==> src/rtl/adc_capture_pkg.sv <==
// Shared types and constants for the ADC pulse-capture stage.
//   state_e     : capture controller states
//   sample_t    : one signed channel sample
//   pair_t      : packed {b, a} sample pair as stored and streamed
//   TRIG_CNT_W  : width of the saturating capture counter
package adc_capture_pkg;

  localparam int unsigned CAP_DATA_W = 12;
  localparam int unsigned TRIG_CNT_W = 16;

  typedef enum logic [2:0] {
    S_IDLE,
    S_FILL,
    S_WAIT_TRIG,
    S_POST,
    S_DRAIN
  } state_e;

  typedef logic signed [CAP_DATA_W-1:0] sample_t;

  typedef struct packed {
    sample_t b;
    sample_t a;
  } pair_t;

endpackage

==> src/rtl/adc_pulse_capture_ram.sv <==
// Simple dual-port RAM for the capture ring buffer.
//   clk   : clock
//   we    : write enable, waddr/wdata written on the rising edge
//   re    : read enable; rdata updates one cycle after re, holds otherwise
//   raddr : read address
//   rdata : registered read data
module capture_ram
  import adc_capture_pkg::*;
#(
  parameter int unsigned ADDR_W = 7,
  parameter int unsigned WIDTH  = 2 * CAP_DATA_W
) (
  input  logic              clk,
  input  logic              we,
  input  logic [ADDR_W-1:0] waddr,
  input  logic [WIDTH-1:0]  wdata,
  input  logic              re,
  input  logic [ADDR_W-1:0] raddr,
  output logic [WIDTH-1:0]  rdata
);

  logic [WIDTH-1:0] mem [2**ADDR_W];
  logic [WIDTH-1:0] rdata_q;

  always_ff @(posedge clk) begin
    if (we) begin
      mem[waddr] <= wdata;
    end
    if (re) begin
      rdata_q <= mem[raddr];
    end
  end

  assign rdata = rdata_q;

endmodule

==> src/rtl/adc_pulse_capture.sv <==
// Pulse-capture stage: keeps a rolling pre-trigger history of channel A/B
// sample pairs, freezes PRE_SAMPLES+POST_SAMPLES pairs around an upward
// threshold crossing on channel A, then drains them over valid/ready.
//   clk, rst        : sample clock, async active-high reset
//   sample_valid    : sample_a/sample_b present this cycle
//   threshold       : signed trigger level, latched on arm
//   arm, auto_rearm : start a capture / restart after each drain
//   m_data/m_valid/m_ready/m_last : output stream, {b, a} per beat
//   busy            : controller not idle
//   trig_count      : saturating count of captured windows
module adc_pulse_capture
  import adc_capture_pkg::*;
#(
  parameter int unsigned DATA_W       = CAP_DATA_W,
  parameter int unsigned ADDR_W       = 7,
  parameter int unsigned PRE_SAMPLES  = 16,
  parameter int unsigned POST_SAMPLES = 48
) (
  input  logic                  clk,
  input  logic                  rst,
  input  logic                  sample_valid,
  input  logic [DATA_W-1:0]     sample_a,
  input  logic [DATA_W-1:0]     sample_b,
  input  logic [DATA_W-1:0]     threshold,
  input  logic                  arm,
  input  logic                  auto_rearm,
  output logic [2*DATA_W-1:0]   m_data,
  output logic                  m_valid,
  input  logic                  m_ready,
  output logic                  m_last,
  output logic                  busy,
  output logic [TRIG_CNT_W-1:0] trig_count
);

  localparam int unsigned CNT_W = ADDR_W + 1;
  localparam logic [CNT_W-1:0]  PRE_C  = CNT_W'(PRE_SAMPLES);
  localparam logic [CNT_W-1:0]  POST_C = CNT_W'(POST_SAMPLES);
  localparam logic [CNT_W-1:0]  WIN_C  = CNT_W'(PRE_SAMPLES + POST_SAMPLES);
  localparam logic [ADDR_W-1:0] PRE_A  = ADDR_W'(PRE_SAMPLES);
  localparam logic [CNT_W-1:0]  CNT_ONE  = CNT_W'(1);
  localparam logic [ADDR_W-1:0] ADDR_ONE = ADDR_W'(1);
  // With no pre-trigger history there is nothing to fill first.
  localparam state_e ARM_STATE = (PRE_SAMPLES == 0) ? S_WAIT_TRIG : S_FILL;

  state_e                     state_q, state_d;
  logic [ADDR_W-1:0]          wr_ptr_q, wr_ptr_d;
  logic [ADDR_W-1:0]          rd_ptr_q, rd_ptr_d;
  logic signed [DATA_W-1:0]   thr_q, thr_d;
  logic signed [DATA_W-1:0]   prev_a_q, prev_a_d;
  logic                       prev_vld_q, prev_vld_d;
  logic [CNT_W-1:0]           cnt_q, cnt_d;
  logic [CNT_W-1:0]           rd_left_q, rd_left_d;
  logic [TRIG_CNT_W-1:0]      trig_cnt_q, trig_cnt_d;
  logic                       rv_q, rv_d;
  logic                       rv_last_q, rv_last_d;
  logic                       m_valid_q, m_valid_d;
  logic                       m_last_q, m_last_d;
  logic [2*DATA_W-1:0]        m_data_q, m_data_d;

  logic                       ram_we;
  logic                       ram_re;
  logic [2*DATA_W-1:0]        ram_rdata;
  logic                       adv;
  logic                       trig;

  capture_ram #(
    .ADDR_W (ADDR_W),
    .WIDTH  (2 * DATA_W)
  ) u_ram (
    .clk   (clk),
    .we    (ram_we),
    .waddr (wr_ptr_q),
    .wdata ({sample_b, sample_a}),
    .re    (ram_re),
    .raddr (rd_ptr_q),
    .rdata (ram_rdata)
  );

  always_comb begin
    state_d    = state_q;
    wr_ptr_d   = wr_ptr_q;
    rd_ptr_d   = rd_ptr_q;
    thr_d      = thr_q;
    prev_a_d   = prev_a_q;
    prev_vld_d = prev_vld_q;
    cnt_d      = cnt_q;
    rd_left_d  = rd_left_q;
    trig_cnt_d = trig_cnt_q;
    rv_d       = rv_q;
    rv_last_d  = rv_last_q;
    m_valid_d  = m_valid_q;
    m_last_d   = m_last_q;
    m_data_d   = m_data_q;
    ram_we     = 1'b0;

    trig = prev_vld_q && (prev_a_q < thr_q) && ($signed(sample_a) >= thr_q);

    // Two-stage read pipeline (RAM output register, then output register).
    // A read is issued only when its result has somewhere to go, so the
    // RAM output simply holds while the stream is stalled.
    adv    = !m_valid_q || m_ready;
    ram_re = (state_q == S_DRAIN) && (rd_left_q != '0) && (!rv_q || adv);

    if (adv) begin
      m_valid_d = rv_q;
      m_last_d  = rv_q && rv_last_q;
      if (rv_q) begin
        m_data_d = ram_rdata;
      end
    end

    if (ram_re) begin
      rv_d      = 1'b1;
      rv_last_d = (rd_left_q == CNT_ONE);
      rd_ptr_d  = rd_ptr_q + ADDR_ONE;
      rd_left_d = rd_left_q - CNT_ONE;
    end else if (adv) begin
      rv_d = 1'b0;
    end

    case (state_q)
      S_IDLE: begin
        if (arm) begin
          thr_d      = threshold;
          cnt_d      = '0;
          prev_vld_d = 1'b0;
          state_d    = ARM_STATE;
        end
      end

      S_FILL: begin
        if (sample_valid) begin
          ram_we     = 1'b1;
          wr_ptr_d   = wr_ptr_q + ADDR_ONE;
          prev_a_d   = sample_a;
          prev_vld_d = 1'b1;
          cnt_d      = cnt_q + CNT_ONE;
          if (cnt_q + CNT_ONE == PRE_C) begin
            state_d = S_WAIT_TRIG;
          end
        end
      end

      S_WAIT_TRIG: begin
        if (sample_valid) begin
          ram_we     = 1'b1;
          wr_ptr_d   = wr_ptr_q + ADDR_ONE;
          prev_a_d   = sample_a;
          prev_vld_d = 1'b1;
          if (trig) begin
            rd_ptr_d  = wr_ptr_q - PRE_A;
            rd_left_d = WIN_C;
            cnt_d     = CNT_ONE;
            if (trig_cnt_q != '1) begin
              trig_cnt_d = trig_cnt_q + TRIG_CNT_W'(1);
            end
            state_d = (POST_SAMPLES == 1) ? S_DRAIN : S_POST;
          end
        end
      end

      S_POST: begin
        if (sample_valid) begin
          ram_we     = 1'b1;
          wr_ptr_d   = wr_ptr_q + ADDR_ONE;
          prev_a_d   = sample_a;
          prev_vld_d = 1'b1;
          cnt_d      = cnt_q + CNT_ONE;
          if (cnt_q + CNT_ONE == POST_C) begin
            state_d = S_DRAIN;
          end
        end
      end

      S_DRAIN: begin
        if (m_valid_q && m_ready && m_last_q) begin
          if (auto_rearm) begin
            cnt_d      = '0;
            prev_vld_d = 1'b0;
            state_d    = ARM_STATE;
          end else begin
            state_d = S_IDLE;
          end
        end
      end

      default: state_d = S_IDLE;
    endcase
  end

  always_ff @(posedge clk or posedge rst) begin
    if (rst) begin
      state_q    <= S_IDLE;
      wr_ptr_q   <= '0;
      rd_ptr_q   <= '0;
      thr_q      <= '0;
      prev_a_q   <= '0;
      prev_vld_q <= 1'b0;
      cnt_q      <= '0;
      rd_left_q  <= '0;
      trig_cnt_q <= '0;
      rv_q       <= 1'b0;
      rv_last_q  <= 1'b0;
      m_valid_q  <= 1'b0;
      m_last_q   <= 1'b0;
      m_data_q   <= '0;
    end else begin
      state_q    <= state_d;
      wr_ptr_q   <= wr_ptr_d;
      rd_ptr_q   <= rd_ptr_d;
      thr_q      <= thr_d;
      prev_a_q   <= prev_a_d;
      prev_vld_q <= prev_vld_d;
      cnt_q      <= cnt_d;
      rd_left_q  <= rd_left_d;
      trig_cnt_q <= trig_cnt_d;
      rv_q       <= rv_d;
      rv_last_q  <= rv_last_d;
      m_valid_q  <= m_valid_d;
      m_last_q   <= m_last_d;
      m_data_q   <= m_data_d;
    end
  end

  assign m_data     = m_data_q;
  assign m_valid    = m_valid_q;
  assign m_last     = m_last_q;
  assign busy       = (state_q != S_IDLE);
  assign trig_count = trig_cnt_q;

endmodule

==> config.mk <==
export PLATFORM = sky130hd
export DESIGN_NAME = adc_pulse_capture
export DESIGN_NICKNAME = d
export VERILOG_FILES = /design/src/rtl/adc_capture_pkg.sv /design/src/rtl/adc_pulse_capture_ram.sv /design/src/rtl/adc_pulse_capture.sv
export SDC_FILE = /design/constraint.sdc
export NUM_CORES = 2
export LEC_CHECK = 0
export BUFFER_PORTS_ARGS = -buffer_cell sky130_fd_sc_hd__buf_2
export CAP_MARGIN = 15
export CORE_MARGIN = 1.5
export CORE_UTILIZATION = 68
export DETAILED_ROUTE_END_ITERATION = 12
export PLACE_DENSITY = 0.85
export SYNTH_ARGS = -nofsm -noshare
export SYNTH_HDL_FRONTEND = slang
export SYNTH_SLANG_ARGS = --single-unit
==> constraint.sdc <==
create_clock -name clk -period 8.52 [get_ports clk]
set_clock_uncertainty 0.15 [all_clocks]
set_input_delay 0.852 -clock clk [delete_from_list [all_inputs] [get_ports clk]]
set_output_delay 0.852 -clock clk [all_outputs]
set_load 0.01 [all_outputs]
==> impl_metrics.ini <==
[placed_design]
dp_cells = 8267
gp_congestion = 0.9861
io_buffer_count = 84
post_dp_cell_area_mm2 = 0.1277
place_ws_ps = 3836
dp_hpwl_um = 198600

[die]
die_w_um = 429.8
rows = 156
die_height_um = 429.8
start_util = 0.6845
io_pins = 85
core_mm2 = 0.1809
fp.dieArea_mm2 = 0.1847

[grt]
gr-usage-met1 = 0.5066
grt_overflow = 0
grt_max_degree = 112
grt_pass1_wl_um = 524200
antenna_found_initial = 51
grt_busiest_layer = met2
grt_pass1_vias = 68820
use_met2 = 0.6008
track_usage = 0.4127
grt_use_met3 = 0.1669

[setup_path]
r2r_start = rd_ptr_q[1]
cp_data_arrival_time_ps = 5870
crit_type = reg2reg
cp_max_fo = 50
reg2reg_depth = 9
r2r_end = u_ram.rdata[16]
end_kind = flip-flop
regToRegSetupSlack_ps = 3170
start_kind = flip-flop
cp.required_ps = 9040

[outcome]
status = complete, but fails checks
violations = design-rule violations, max-capacitance violations, max-slew violations

[yosys]
synth_area_leader_cell = edfxtp_1
yosysSeqAreaShare = 0.7712
synth_area_leaders = edfxtp_1 75%, mux4_2 11%, mux2i_1 3.6%
yosysWarningCount = 0
async_flop_share = 0.03189
syn_avg_cell_area_um2 = 20.94
synth-seq-cells = 3198
syn-cell-area_mm2 = 0.1239
synth-edff-count = 3096
yosys_most_used_dff = edfxtp_1
synth_cell_types = 71
syn_inst = 5916
synth.net_count = 5989
synth_top_area_share = 0.7506

[power]
pwr-share-clk = 0.307
swShare = 0.3277
total_power_mw = 43.98
intPower_mw = 29.57
power_frac_seq = 0.413
power.density_mw_per_mm2 = 319.4
switching_power_mw = 14.41
combinationalPowerShare = 0.280
peakVddDrop_v = 0.0002510
p_leak_nw = 45.18

[final_layout]
design_area_mm2 = 0.1377
fin_cells = 8861
layout_commonest_cell = edfxtp_1
layout_common_cells = 3096 x edfxtp_1, 592 x mux4_2, 442 x mux2i_1
utilization = 0.7609
fillers = 8293
drive_above_1_share = 0.2420
area_growth_pct = 11.16
layout.nets = 6300

[clocking]
cts-resized-gates = 0
root_buffer = clkbuf_16
path_clk_slew_ps = 70
clock_latency_ps = 990
clock_sinks = 3198
cts_made_buffers = 313
cts_tree = done
clk_path_buf_depth = 4
htree_num_levels = 5

[sta]
fmax_mhz = 186.8
relSlewSlack = -0.05394
rsz0062_at_grt = no
setup_tns_ps = 0
timing.final.crit_share = 0.6283
setup_viol = 0
fin_crit_ps = 5353
slew_viol_final = 3
worst_pin_slew_ps = 1581
final_hold_viol_count = 0
whs_ps = 14.36
setup_ws_ps = 3167

[detailed_routing]
dr.first_iter.drc_count = 14610
vias = 70950
drc = 2
ant_nets = 0
drt_wl_total_um = 380800
via_per_inst = 8.007
wire_per_inst_um = 42.98
drt-pass1-iter-count = 13

[hold_path]
min_to = thr_q[1]
hold_path.class = in2reg
min_from = threshold[1]
min_delay_path_depth = 3

[flow_run]
maxCapViolCount = 1
-- routing by layer --
metal	share of wire	up-vias	wire length, um
met3	0.17	2105	65230
met2	0.44	8617	169000
met1	0.29	34850	112000
met4	0.089	40	33840
met5	0.0020	-	766
li1	-	25350	-
-- how the worst max path moves through the flow --
stage,start,end,slack [ps],cells after the start
after floorplan,rst,cnt_q[0],4840,1
after global placement,rd_ptr_q[1],u_ram.rdata[0],3800,7
after detailed placement,rd_ptr_q[1],u_ram.rdata[16],3840,9
after CTS,rd_ptr_q[0],u_ram.rdata[16],3530,9
after global routing,rd_ptr_q[0],u_ram.rdata[16],3310,9
final,rd_ptr_q[1],u_ram.rdata[16],3170,9
-- area by class of cell --
class	instances	area, um^2	share of cell area
clock buffer	406	8504	0.06177
inverter	29	120.1	0.0008724
antenna	29	72.57	0.0005271
sequential	3198	95540	0.6940
clock inverter	144	1167	0.008479
tap	2370	2965	0.02154
timing repair buffer	328	2574	0.01869
multi-input combinational	2357	26730	0.1942
-- repair_timing --
item | CTS | global route
setup endpoints to repair | 0 | 0
hold buffers | 12 | 0
endpoints found under the hold margin | 55 | 0
buffers inserted | 0 | 0
-- registers in the layout, summed over array words and instances, names as in the netlist --
signal       count
u_ram.mem     3072
m_data          24
u_ram.rdata     24
trig_count      16
prev_a_q        12
thr_q           12
cnt_q            8
rd_left_q        8
rd_ptr_q         7
wr_ptr_q         7
state_q          3
m_last           1
m_valid          1
prev_vld_q       1
rv_last_q        1
rv_q             1
-- cell usage after synthesis (53+ instances only) --
library cell	instances
edfxtp_1	3096
mux4_2	592
mux2i_1	442
a22oi_1	220
nor2_1	187
clkbuf_1	147
nand2_1	121
dfrtp_1	102
nand3_1	93
a21oi_1	91
o22ai_1	73
buf_2	69
buf_6	63
o221ai_1	53
-- worst max-delay path, stage by stage, from the launching register on --
cell	delay, ps
dfrtp_4	970
buf_4	720
and2_2	700
buf_4	570
a22oi_1	260
nand3_1	310
and3_1	340
o21ai_0	430
o22ai_1	420
a21oi_1	70
-- power by group through the flow --
stage	clock [mW]	combinational (mW)	sequential (mW)
6_report	13.5	12.3	18.2
5_1_grt	14.0	12.2	18.2
4_1_cts	13.5	11.5	18.1
3_5_place_dp	0	11.1	18.4
3_3_place_gp	0	10.8	18.4
2_1_floorplan	0	7.27	18.2
-- cells by family (layout without fill, tap and decap cells) --
kind of cell | count (synthesis) | after routing | synth area share
other | 0 | 29 | 0
and+or+nand+nor | 539 | 539 | 0.02015
DFF | 3198 | 3198 | 0.7712
muxes | 1086 | 1086 | 0.1481
buffers and inverters | 361 | 907 | 0.01697
adders and majority gates | 31 | 31 | 0.003132
AOI/OAI and AO/OA | 668 | 668 | 0.03807
xor gates and xnor gates | 33 | 33 | 0.002334
No activity file was read; power rests on OpenSTA's default activity.
